File: config.mk
export PLATFORM = sky130hd
export DESIGN_NAME = fetch_sequencer_flat
export DESIGN_NICKNAME = d
export VERILOG_FILES = /design/src/rtl/fetch_sequencer_pkg.sv /design/src/rtl/fetch_sequencer_if.sv /design/src/rtl/fetch_sequencer_pc_reg.sv /design/src/rtl/fetch_sequencer.sv /design/src/flat_wrapper.sv
export SDC_FILE = /design/constraint.sdc
export NUM_CORES = 1
export LEC_CHECK = 0
export ABC_AREA = 1
export CAP_MARGIN = 20
export CORE_AREA = 4 4 126 128
export DETAILED_ROUTE_END_ITERATION = 10
export DIE_AREA = 0 0 130 132
export DONT_BUFFER_PORTS = 1
export SLEW_MARGIN = 15
export SYNTH_ARGS = -nofsm -noshare
export SYNTH_HDL_FRONTEND = slang
export SYNTH_SLANG_ARGS = --single-unit
File: constraint.sdc
create_clock -name clk -period 5.3 [get_ports clk]
set_input_delay 1.325 -clock clk [delete_from_list [all_inputs] [get_ports clk]]
set_output_delay 1.325 -clock clk [all_outputs]
set_load 0.01 [all_outputs]
File: src/rtl/fetch_sequencer_pkg.sv
// Shared types and constants for the fetch sequencer: PC type, FSM states, reset PC and step.
// Combinational helpers only; no latency, no backpressure.
package fetch_pkg;

  localparam int XLEN = 32;

  typedef logic [XLEN-1:0] pc_t;

  localparam pc_t RESET_PC = pc_t'(0);
  localparam pc_t PC_STEP  = pc_t'(4);

  typedef enum logic [1:0] {
    ST_IDLE,
    ST_REQ,
    ST_WAIT,
    ST_HOLD
  } state_e;

  // Instructions are word aligned, so redirect targets drop their low two bits.
  function automatic pc_t align_pc(input pc_t addr);
    return {addr[XLEN-1:2], 2'b00};
  endfunction

endpackage

File: src/rtl/fetch_sequencer_if.sv
// Control, imem request/response and decode handshake bundle for the fetch sequencer.
// Master = sequencer side, slave = pipeline/memory side.
interface fetch_sequencer_if;
  import fetch_pkg::*;

  logic        en;
  logic        redirect_valid;
  pc_t         redirect_target;
  logic        imem_req_valid;
  logic        imem_req_ready;
  pc_t         imem_req_addr;
  logic        imem_rsp_valid;
  pc_t         imem_rsp_data;
  logic        if_valid;
  logic        if_ready;
  pc_t         if_pc;
  pc_t         if_instr;
  logic [31:0] fetch_count;

  modport master (
    input  en, redirect_valid, redirect_target,
    input  imem_req_ready, imem_rsp_valid, imem_rsp_data, if_ready,
    output imem_req_valid, imem_req_addr, if_valid, if_pc, if_instr, fetch_count
  );

  modport slave (
    output en, redirect_valid, redirect_target,
    output imem_req_ready, imem_rsp_valid, imem_rsp_data, if_ready,
    input  imem_req_valid, imem_req_addr, if_valid, if_pc, if_instr, fetch_count
  );

endinterface

File: src/rtl/fetch_sequencer_pc_reg.sv
// Program counter: aligned load from a redirect target, wrap-around step, otherwise hold.
// Load wins over increment; new value visible the cycle after the edge.
module pc_reg
  import fetch_pkg::*;
#(
  parameter pc_t RST_VAL = RESET_PC,
  parameter pc_t STEP    = PC_STEP
) (
  input  logic clk,
  input  logic rst,
  input  logic i_load,
  input  pc_t  i_target,
  input  logic i_inc,
  output pc_t  o_pc
);

  pc_t r_pc;

  always_ff @(posedge clk or posedge rst) begin
    if (rst) begin
      r_pc <= RST_VAL;
    end else if (i_load) begin
      r_pc <= align_pc(i_target);
    end else if (i_inc) begin
      r_pc <= r_pc + STEP;
    end
  end

  assign o_pc = r_pc;

endmodule

File: src/rtl/fetch_sequencer.sv
// Fetch sequencer: one outstanding imem request, if_valid 3 cycles after en with ready memory.
// Stalls in REQ while imem_req_ready=0 and in HOLD while if_ready=0; redirects flush via kill.
module fetch_sequencer
  import fetch_pkg::*;
(
  input  logic clk,
  input  logic reset,
  fetch_sequencer_if.master bus
);

  state_e      r_state;
  state_e      w_next;
  logic        r_kill;
  pc_t         r_if_pc;
  pc_t         r_if_instr;
  logic [31:0] r_fetch_count;

  pc_t  w_pc;
  logic w_req_vld;
  logic w_if_vld;
  logic w_pc_load;
  logic w_pc_inc;
  logic w_capture;
  logic w_kill_set;
  logic w_kill_clr;

  pc_reg u_pc_reg (
    .clk      (clk),
    .rst      (reset),
    .i_load   (w_pc_load),
    .i_target (bus.redirect_target),
    .i_inc    (w_pc_inc),
    .o_pc     (w_pc)
  );

  always_ff @(posedge clk or posedge reset) begin
    if (reset) begin
      r_state <= ST_IDLE;
    end else begin
      r_state <= w_next;
    end
  end

  always_comb begin
    w_next = r_state;
    case (r_state)
      ST_IDLE: begin
        if (bus.en) w_next = ST_REQ;
      end
      ST_REQ: begin
        // A redirect keeps the request up (at the new pc) even if en drops.
        if (bus.imem_req_ready)                      w_next = ST_WAIT;
        else if (!bus.redirect_valid && !bus.en)     w_next = ST_IDLE;
      end
      ST_WAIT: begin
        if (bus.imem_rsp_valid) begin
          if (!r_kill && !bus.redirect_valid) w_next = ST_HOLD;
          else if (r_kill)                    w_next = bus.en ? ST_REQ : ST_IDLE;
          else                                w_next = ST_REQ;
        end
      end
      ST_HOLD: begin
        if (bus.redirect_valid || bus.if_ready) w_next = bus.en ? ST_REQ : ST_IDLE;
      end
      default: w_next = ST_IDLE;
    endcase
  end

  always_comb begin
    w_req_vld  = (r_state == ST_REQ);
    w_if_vld   = (r_state == ST_HOLD);
    w_pc_load  = bus.redirect_valid;
    w_pc_inc   = (r_state == ST_HOLD) && !bus.redirect_valid && bus.if_ready;
    w_capture  = (r_state == ST_WAIT) && bus.imem_rsp_valid && !r_kill && !bus.redirect_valid;
    w_kill_set = ((r_state == ST_REQ)  && bus.redirect_valid && bus.imem_req_ready) ||
                 ((r_state == ST_WAIT) && bus.redirect_valid && !bus.imem_rsp_valid);
    w_kill_clr = (r_state == ST_WAIT) && bus.imem_rsp_valid;
  end

  always_ff @(posedge clk or posedge reset) begin
    if (reset) begin
      r_kill        <= 1'b0;
      r_if_pc       <= '0;
      r_if_instr    <= '0;
      r_fetch_count <= '0;
    end else begin
      if (w_kill_clr)      r_kill <= 1'b0;
      else if (w_kill_set) r_kill <= 1'b1;
      if (w_capture) begin
        r_if_pc    <= w_pc;
        r_if_instr <= bus.imem_rsp_data;
      end
      if (w_pc_inc) r_fetch_count <= r_fetch_count + 32'd1;
    end
  end

  assign bus.imem_req_valid = w_req_vld;
  assign bus.imem_req_addr  = w_pc;
  assign bus.if_valid       = w_if_vld;
  assign bus.if_pc          = r_if_pc;
  assign bus.if_instr       = r_if_instr;
  assign bus.fetch_count    = r_fetch_count;

endmodule

File: src/flat_wrapper.sv
// flat-port wrapper written by rule: the top's interface ports become plain ports
module fetch_sequencer_flat import fetch_pkg::*;
  (clk, reset, bus_en, bus_redirect_valid, bus_redirect_target, bus_imem_req_ready, bus_imem_rsp_valid, bus_imem_rsp_data, bus_if_ready, bus_imem_req_valid, bus_imem_req_addr, bus_if_valid, bus_if_pc, bus_if_instr, bus_fetch_count);
  fetch_sequencer_if bus_i ();
  input  logic clk;
  input  logic reset;
  input wire logic [$bits(bus_i.en)-1:0] bus_en;
  input wire logic [$bits(bus_i.redirect_valid)-1:0] bus_redirect_valid;
  input wire logic [$bits(bus_i.redirect_target)-1:0] bus_redirect_target;
  input wire logic [$bits(bus_i.imem_req_ready)-1:0] bus_imem_req_ready;
  input wire logic [$bits(bus_i.imem_rsp_valid)-1:0] bus_imem_rsp_valid;
  input wire logic [$bits(bus_i.imem_rsp_data)-1:0] bus_imem_rsp_data;
  input wire logic [$bits(bus_i.if_ready)-1:0] bus_if_ready;
  output wire logic [$bits(bus_i.imem_req_valid)-1:0] bus_imem_req_valid;
  output wire logic [$bits(bus_i.imem_req_addr)-1:0] bus_imem_req_addr;
  output wire logic [$bits(bus_i.if_valid)-1:0] bus_if_valid;
  output wire logic [$bits(bus_i.if_pc)-1:0] bus_if_pc;
  output wire logic [$bits(bus_i.if_instr)-1:0] bus_if_instr;
  output wire logic [$bits(bus_i.fetch_count)-1:0] bus_fetch_count;
  assign bus_i.en = bus_en;
  assign bus_i.redirect_valid = bus_redirect_valid;
  assign bus_i.redirect_target = bus_redirect_target;
  assign bus_i.imem_req_ready = bus_imem_req_ready;
  assign bus_i.imem_rsp_valid = bus_imem_rsp_valid;
  assign bus_i.imem_rsp_data = bus_imem_rsp_data;
  assign bus_i.if_ready = bus_if_ready;
  assign bus_imem_req_valid = bus_i.imem_req_valid;
  assign bus_imem_req_addr = bus_i.imem_req_addr;
  assign bus_if_valid = bus_i.if_valid;
  assign bus_if_pc = bus_i.if_pc;
  assign bus_if_instr = bus_i.if_instr;
  assign bus_fetch_count = bus_i.fetch_count;
  fetch_sequencer u_core (.clk(clk), .reset(reset), .bus(bus_i));
endmodule
Word level (Yosys, flattened, before mapping) --
Index checks and enable logic that the tools add are counted.
Word-level totals: register bits after elaboration 131, latch bits 0, RAM bits 0, ROM bits 0, output and inout port bits 130, logic and storage cells 49, memories 0
Operators by class: $add $sub $neg 2, multiply operators 0, divide/modulo/power cells 0, order comparisons 0, equal/unequal tests 7, shift operators 0, multiplexer cells 13, bitwise logic cells 0, reductions and logical operators 21
Operator list (count):
- $mux 32 | 2
- $add 32x1->32 const B | 1
- $add 32x3->32 const B | 1
- $mux 2 | 7
- $logic_and 1x1->1 | 11
- $pmux 2 s4 | 1
- $eq 2x2->1 const B | 2
- $logic_not 1->1 | 4
- $ne 2x2->1 const B | 2
- $reduce_and 4->1 | 1
- $reduce_bool 2->1 | 2
- $mux 1 | 3
- $ne 3x2->1 const B | 1
- $eq 2x1->1 const B | 1
- $logic_not 2->1 | 1
- $logic_or 1x1->1 | 2
- $ne 2x1->1 const B | 1

Longest topological paths before layout --
Gate-level depths: netlist (run 1).
depth after elaboration 6, depth in mapped cells 10, depth with buffers taken out 10

Hierarchy --
Synthesis (run 1) repeated with hierarchy kept, for this count alone.
Unflattened totals: cell total of the unflattened synthesis 722, area total of the unflattened synthesis 6839.1 sq um
By module, submodules not included:
- fetch_sequencer | instances 1, cells an instance 415, area an instance 4714.5 sq um, sequential area each 2477.4 sq um
- pc_reg | instances 1, cells an instance 307, area an instance 2124.5 sq um, sequential area each 750.7 sq um

Worst setup path after synthesis (run 1) --
OpenSTA, ideal clock, no wires.
kind input port to flip-flop, from input bus_redirect_valid, to register u_core.r_fetch_count[21] (netlist: u_core.bus.fetch_count[21]), arrival time 2288 ps, data required time 5187 ps, setup slack 2899 ps, stages 7, cell sequence buf_2 > nor3_4 > nand3_2 > nor2_1 > nand3_1 > nand2_1 > inv_1
Between the ends: longest elaborated chain between the ends 3
Ends and longest elaborated chain:
- from (decl) | RTL line flat_wrapper.sv:8 | input wire logic [$bits(bus_i.redirect_valid)-1:0] bus_redirect_valid;
- $logic_not 1->1 | RTL line fetch_sequencer.sv:73 | w_pc_inc = (r_state == ST_HOLD) && !bus.redirect_valid && bus.if_ready;
- $logic_and 1x1->1 (2 in a row) | RTL line fetch_sequencer.sv:73
- to (signal assigned) | RTL line fetch_sequencer.sv:93 | if (w_pc_inc) r_fetch_count <= r_fetch_count + 32'd1;
- to (decl) | RTL line fetch_sequencer.sv:16 | logic [31:0] r_fetch_count;
No other way between the ends. A chain may end at the register's enable or synchronous reset.

Worst setup path after layout (run 1) --
from input bus_if_ready, to register u_core.u_pc_reg.r_pc[19] (netlist: u_core.u_pc_reg.o_pc[19])
Between the ends: longest elaborated chain between the ends 2
Ends and longest elaborated chain:
- from (decl) | RTL line flat_wrapper.sv:13 | input wire logic [$bits(bus_i.if_ready)-1:0] bus_if_ready;
- $logic_and 1x1->1 | RTL line fetch_sequencer.sv:73
- $reduce_bool 2->1 (no line)
- to (signal assigned) | RTL line fetch_sequencer_pc_reg.sv:23 | r_pc <= align_pc(i_target);
- to (signal assigned) | RTL line fetch_sequencer_pc_reg.sv:25 | r_pc <= r_pc + STEP;
- to (decl) | RTL line fetch_sequencer_pc_reg.sv:17 | pc_t r_pc;
No other way between the ends.

==> flow_metrics.tcl, run 1 <==
set metrics [dict create \
    crit_fanout 23 \
    cts_sinks 127 \
    num_vias 5310 \
    design_area_mm2 0.00730 \
    dp.cells 980 \
    seq_area_frac_synth_pct 48.8 \
    syn_to_final_growth_pct 12.1 \
    die_w_um 130 \
    fmax_mhz 374 \
    grt_pass1_wl_mm 26.7 \
    drive_gt1_share_pct 10.3 \
    status "completed" \
    setup_violations 0 \
    finalHoldViolCount 0 \
    drv_cap 0 \
    skew_ns 0.0110 \
    hold_path_class "reg -> reg" \
    clockBufferDepth 2 \
    numCtsBuffers 17 \
    ctsResizeCount 0 \
    period_share_pct 50.4 \
    ioPinCount 201 \
    grt_pass1_vias 5042 \
    vias_per_cell 5.25 \
    h-tree-depth 4 \
    core_mm2 0.0149 \
    dpl-instance-area_mm2 0.00668 \
    postCtsHoldBufs 0 \
    synthArstFlopShare_pct 100 \
    multi_input_area_mm2 0.00298 \
    cp_slowest_stage_delay_ns 0.79 \
    wl_mm 17.0 \
    antennaDiodeCount 0 \
    grt_busiest_layer "met2" \
    slew_headroom_pct 34.2 \
    drt-pass1-iter-count 5 \
    start_kind "primary input" \
    vdd_drop_max_mv 0.219 \
    drtIter0Drc 336 \
    grt_max_degree 94 \
    wire_per_inst_um 16.8 \
    p_leak_nw 3.39 \
    cts_tree "done" \
    slowest_stage "nor3_4" \
    start_util_pct 43.8 \
    clock_latency_ns 0.42 \
    p_per_area_mw_per_mm2 447 \
    fill_cells 1446 \
    synth_area_per_cell_um2 8.05 \
    cts_root_buf "clkbuf_16" \
    gp_congestion 0.917 \
    dp_hpwl_mm 12.6 \
    rsz0062_at_grt "no" \
    rows 45 \
    yosys_warnings 0 \
    synthCells 809 \
    min_period_ns 2.67 \
    gr-usage-all-layers_pct 19.8 \
    dieArea_mm2 0.0172 \
    criticalPathCategory "in -> reg" \
    grt.overflow.total 0 \
    mappedNetlistArea_mm2 0.00651 \
    final_cells 1012 \
    tightest_slew_ns 0.984 \
    area.sequential_mm2 0.00318 \
    path_cells "inv_1, nor3_4, nor2_2, buf_4, a22oi_1, o21ai_0" \
    slew_violations 0 \
    synth_edf_count 0 \
    use_met3_pct 7.62 \
    postRouteAntennaNets 0 \
    synth.distinct_cells 28 \
    grt_util_met1_pct 25.9 \
    cp-end-kind "flip-flop" \
    reg2reg_slack_ns 3.06 \
    critPathRequiredTime_ns 5.59 \
    ys_seq_elements 127 \
    numPortBuffers 0 \
    die_h_um 132 \
    holdWs_ns 0.551 \
    antenna_found_initial 0 \
    route.detailed.drc 0 \
    cts.clk_slew.worst_paths_ns 0.06 \
    ys.flop_type "dfrtp_1" \
    finalSetupTns_ns 0 \
    fin_nets 884 \
    crit_arrival_ns 2.96 \
    gr-usage-met2_pct 30.3 \
    cts_setup_buffers 0 \
]
-- Yosys cell counts (4+ instances only) --
cell type / n / area [um2]
a21oi_1: 5 / 25.0
nor3_1: 4 / 20.0
o211ai_1: 5 / 37.5
inv_1: 67 / 251
xnor2_1: 4 / 35.0
dfrtp_1: 127 / 3180
a22oi_1: 23 / 173
clkbuf_1: 6 / 22.5
o21ai_0: 32 / 160
nand3_1: 50 / 250
mux2_2: 42 / 473
buf_4: 5 / 37.5
xor2_1: 20 / 175
nand2_1: 278 / 1040
buf_2: 12 / 60.1
nor2_1: 106 / 398
-- placed cells by master (no fill, tap or decap), drive strengths merged, types with 2 or more instances in the layout --
cell	count
nand2	278
dfrtp	127
nor2	109
inv	75
nand3	52
mux2	42
o21ai	32
a22oi	23
xor2	20
clkbuf	17
a21oi	5
o211ai	5
nor3	5
xnor2	4
conb	4
buf	4
and2	3
nand3b	3
o22ai	3
clkinvlp	3
bufinv	3
nand4	2
ha	2
-- metrics by stage --
stage	total power [W]	util (%)	setup slack [ns]
after floorplan	0.00190	-	0.591
after global placement	0.00204	44.9	2.24
after detailed placement	0.00207	44.9	2.19
after CTS	0.00331	49.1	2.63
after global routing	0.00344	49.1	2.52
final	0.00326	49.1	2.63
-- sequential cells by signal, indices dropped and copies added, names as in the netlist --
signal / cells
u_core.r_state: 2
u_core.bus.if_pc: 30
u_core.r_kill: 1
u_core.bus.if_instr: 32
u_core.bus.fetch_count: 32
u_core.u_pc_reg.o_pc: 30
-- critical path, delay by kind of cell --
family,cells,cell delay [ns]
and+or+nand+nor,2,0.97
buffers and inverters,2,0.33
AOI/OAI and AO/OA,2,0.33
-- area by class of cell --
cell class	instances	area share, %
clock inverters	15	2.69
flip-flops and latches	127	43.5
inverters	67	3.51
clock buffers	17	5.83
well taps	188	3.22
repair buffers	4	0.411
multi-input cells	594	40.8
-- per-layer routing --
metal,up-vias,wire length [um]
met5,-,0
met4,0,201
met3,13,1810
met2,209,7720
met1,2504,7260
li1,2584,-
-- path summary, 6_finish.rpt --
check / startpoint / to / cells after the start
setup reg to reg: u_core.r_state[0] / u_core.u_pc_reg.o_pc[19] / 6
setup / recovery: bus_if_ready / u_core.u_pc_reg.o_pc[19] / 6
max in group asynchronous: reset / u_core.bus.if_pc[13] / 2
hold reg to reg: u_core.r_kill / u_core.r_kill / 2
min in group asynchronous: reset / u_core.bus.fetch_count[10] / 1
hold / removal: u_core.r_kill / u_core.r_kill / 2
-- power by group --
| group | internal, W | switching [W] |
|---|---|---|
| logic | 0.000204 | 0.000233 |
| clock network | 0.000755 | 0.000469 |
| registers | 0.00123 | 0.000370 |
-- logic make-up after synthesis --
group	Yosys count	synth area share (%)
other	1	0.0576
AND/OR/NAND/NOR	453	28.0
multiplexers	42	7.26
adder cells (fa/ha/maj)	2	0.384
XOR/XNOR	24	3.23
flip-flops	127	48.8
buffers and inverters	91	5.76
AO/OA/AOI/OAI	69	6.49
Power figures use the tool's default switching activity.
==> inputs of run 2 (changes only) <==
clock period = 2.25 ns   (was 5.3 ns; I/O delays follow)
==> run 2 against run 1 <==
Against the previous run:
- register-to-register slack worse by 2.8 ns
- largest cell class unchanged
- hold slack worse by 0.42 ns
- worst setup slack worse by 2.4 ns
- wire length is 3.6% higher
- global-route usage is 0.86 points higher
- die area stayed put
==> flow_metrics.tcl, run 2 (same netlist as run 1, synthesis figures left out) <==
set metrics [dict create \
    core_mm2 0.0149 \
    dieArea_mm2 0.0172 \
    num_vias 5417 \
    slew_violations 0 \
    grt_max_degree 83 \
    path_cells "ha_1, nand2_1, nor2_1, nand2_1, nor2_1, nand3_1, nand3_1, nand2_1" \
    wire_per_inst_um 17.3 \
    grt.overflow.total 0 \
    cts.clk_slew.worst_paths_ns 0.06 \
    ioPinCount 201 \
    gr-usage-all-layers_pct 20.6 \
    grt_pass1_wl_mm 27.9 \
    rsz0062_at_grt "no" \
    dp.cells 987 \
    postRouteAntennaNets 0 \
    antenna_found_initial 0 \
    crit_arrival_ns 2.30 \
    drv_cap 0 \
    cts_tree "done" \
    start_kind "flip-flop" \
    numCtsBuffers 17 \
    cp_common_cell "nand2_1" \
    fin_nets 891 \
    p_leak_nw 3.43 \
    critPathRequiredTime_ns 2.55 \
    final_cell_mix "nand2_1 (278), dfrtp_1 (127), nor2_1 (106), inv_1 (66), nand3_1 (50)" \
    fmax_mhz 501 \
    cp_slowest_stage_delay_ns 0.47 \
    finalHoldViolCount 0 \
    crit_buf_inv 0 \
    status "completed" \
    criticalPathCategory "reg -> reg" \
    crit_family "simple AND/OR/NAND/NOR gates" \
    final_cells 1019 \
    fill_cells 1506 \
    drive_gt1_share_pct 11.1 \
    setup_slack_ns 0.255 \
    vdd_drop_max_mv 0.481 \
    syn_to_final_growth_pct 12.9 \
    cts_root_buf "clkbuf_16" \
    skew_ns 0.0107 \
    gp_congestion 0.903 \
    ctsResizeCount 0 \
    start_util_pct 43.8 \
    drtIter0Drc 351 \
    antennaDiodeCount 0 \
    finalSetupTns_ns 0 \
    grt_pass1_vias 5343 \
    rows 45 \
    hold_path_class "in -> async" \
    cts_setup_buffers 0 \
    crit_fanout 5 \
    cts_sinks 127 \
    die_h_um 132 \
    cp-end-kind "flip-flop" \
    final_common_cell "nand2_1" \
    clockBufferDepth 2 \
    min_period_ns 2.00 \
    slew_headroom_pct 42.6 \
    clock_latency_ns 0.42 \
    wl_mm 17.6 \
    vias_per_cell 5.32 \
    drt-pass1-iter-count 4 \
    h-tree-depth 4 \
    p_per_area_mw_per_mm2 1030 \
    numPortBuffers 0 \
    slowest_stage "dfrtp_1" \
    setup_violations 0 \
    tightest_slew_ns 0.860 \
    place_ws_ns 0.313 \
    route.detailed.drc 0 \
    dp_hpwl_mm 13.0 \
    period_share_pct 88.7 \
    die_w_um 130 \
    postCtsHoldBufs 0 \
]
[run 2: cell type report]
class                   count  area, um2  area share [%]
well taps                 188        235            3.20
multi-input cells         594       2980            40.5
inverters                  67        255            3.47
clock inverters            14        155            2.11
flip-flops and latches    127       3180            43.2
clock buffers              18        439            5.97
repair buffers             11        115            1.56
[run 2: through the flow]
stage	power (W)	hold slack [ns]	utilization, %	area [um2]
after global routing	0.00804	0.163	49.5	7360
after floorplan	0.00447	0.486	-	6530
after CTS	0.00769	0.150	49.5	7360
final	0.00760	0.133	49.5	7360
after global placement	0.00483	0.509	45.4	6750
after detailed placement	0.00491	0.517	45.5	6760
[run 2: final timing paths]
path	startpoint	to	slack, ns	cells past startpoint
max in group asynchronous	reset	u_core.bus.fetch_count[16]	1.55	2
min	reset	u_core.bus.if_pc[3]	0.13	2
min in group clk	bus_redirect_target[4]	u_core.u_pc_reg.o_pc[4]	0.29	2
max reg2reg	u_core.u_pc_reg.o_pc[2]	u_core.u_pc_reg.o_pc[26]	0.25	8
min reg2reg	u_core.r_kill	u_core.r_kill	0.53	2
max	u_core.u_pc_reg.o_pc[2]	u_core.u_pc_reg.o_pc[26]	0.25	8
[run 2: where the power goes]
part	switching (W)	leakage [nW]	internal [W]
clock	0.00108	0.293	0.00168
sequential	0.000877	1.64	0.00290
combinational	0.000568	1.50	0.000498
[run 2: worst register-to-register path, cell delays in order, from the launching register on]
cell	delay (ns)
dfrtp_1	0.47
ha_1	0.22
nand2_1	0.08
nor2_1	0.22
nand2_1	0.18
nor2_1	0.41
nand3_1	0.14
nand3_1	0.11
nand2_1	0.05
[run 2: per-layer routing]
metal | vias up | GRT usage [%] | routed length [um]
met2 | 237 | 31.8 | 7950
li1 | 2608 | - | -
met5 | - | 0 | 0
met3 | 29 | 8.71 | 2100
met4 | 0 | 6.93 | 379
met1 | 2543 | 26.1 | 7160
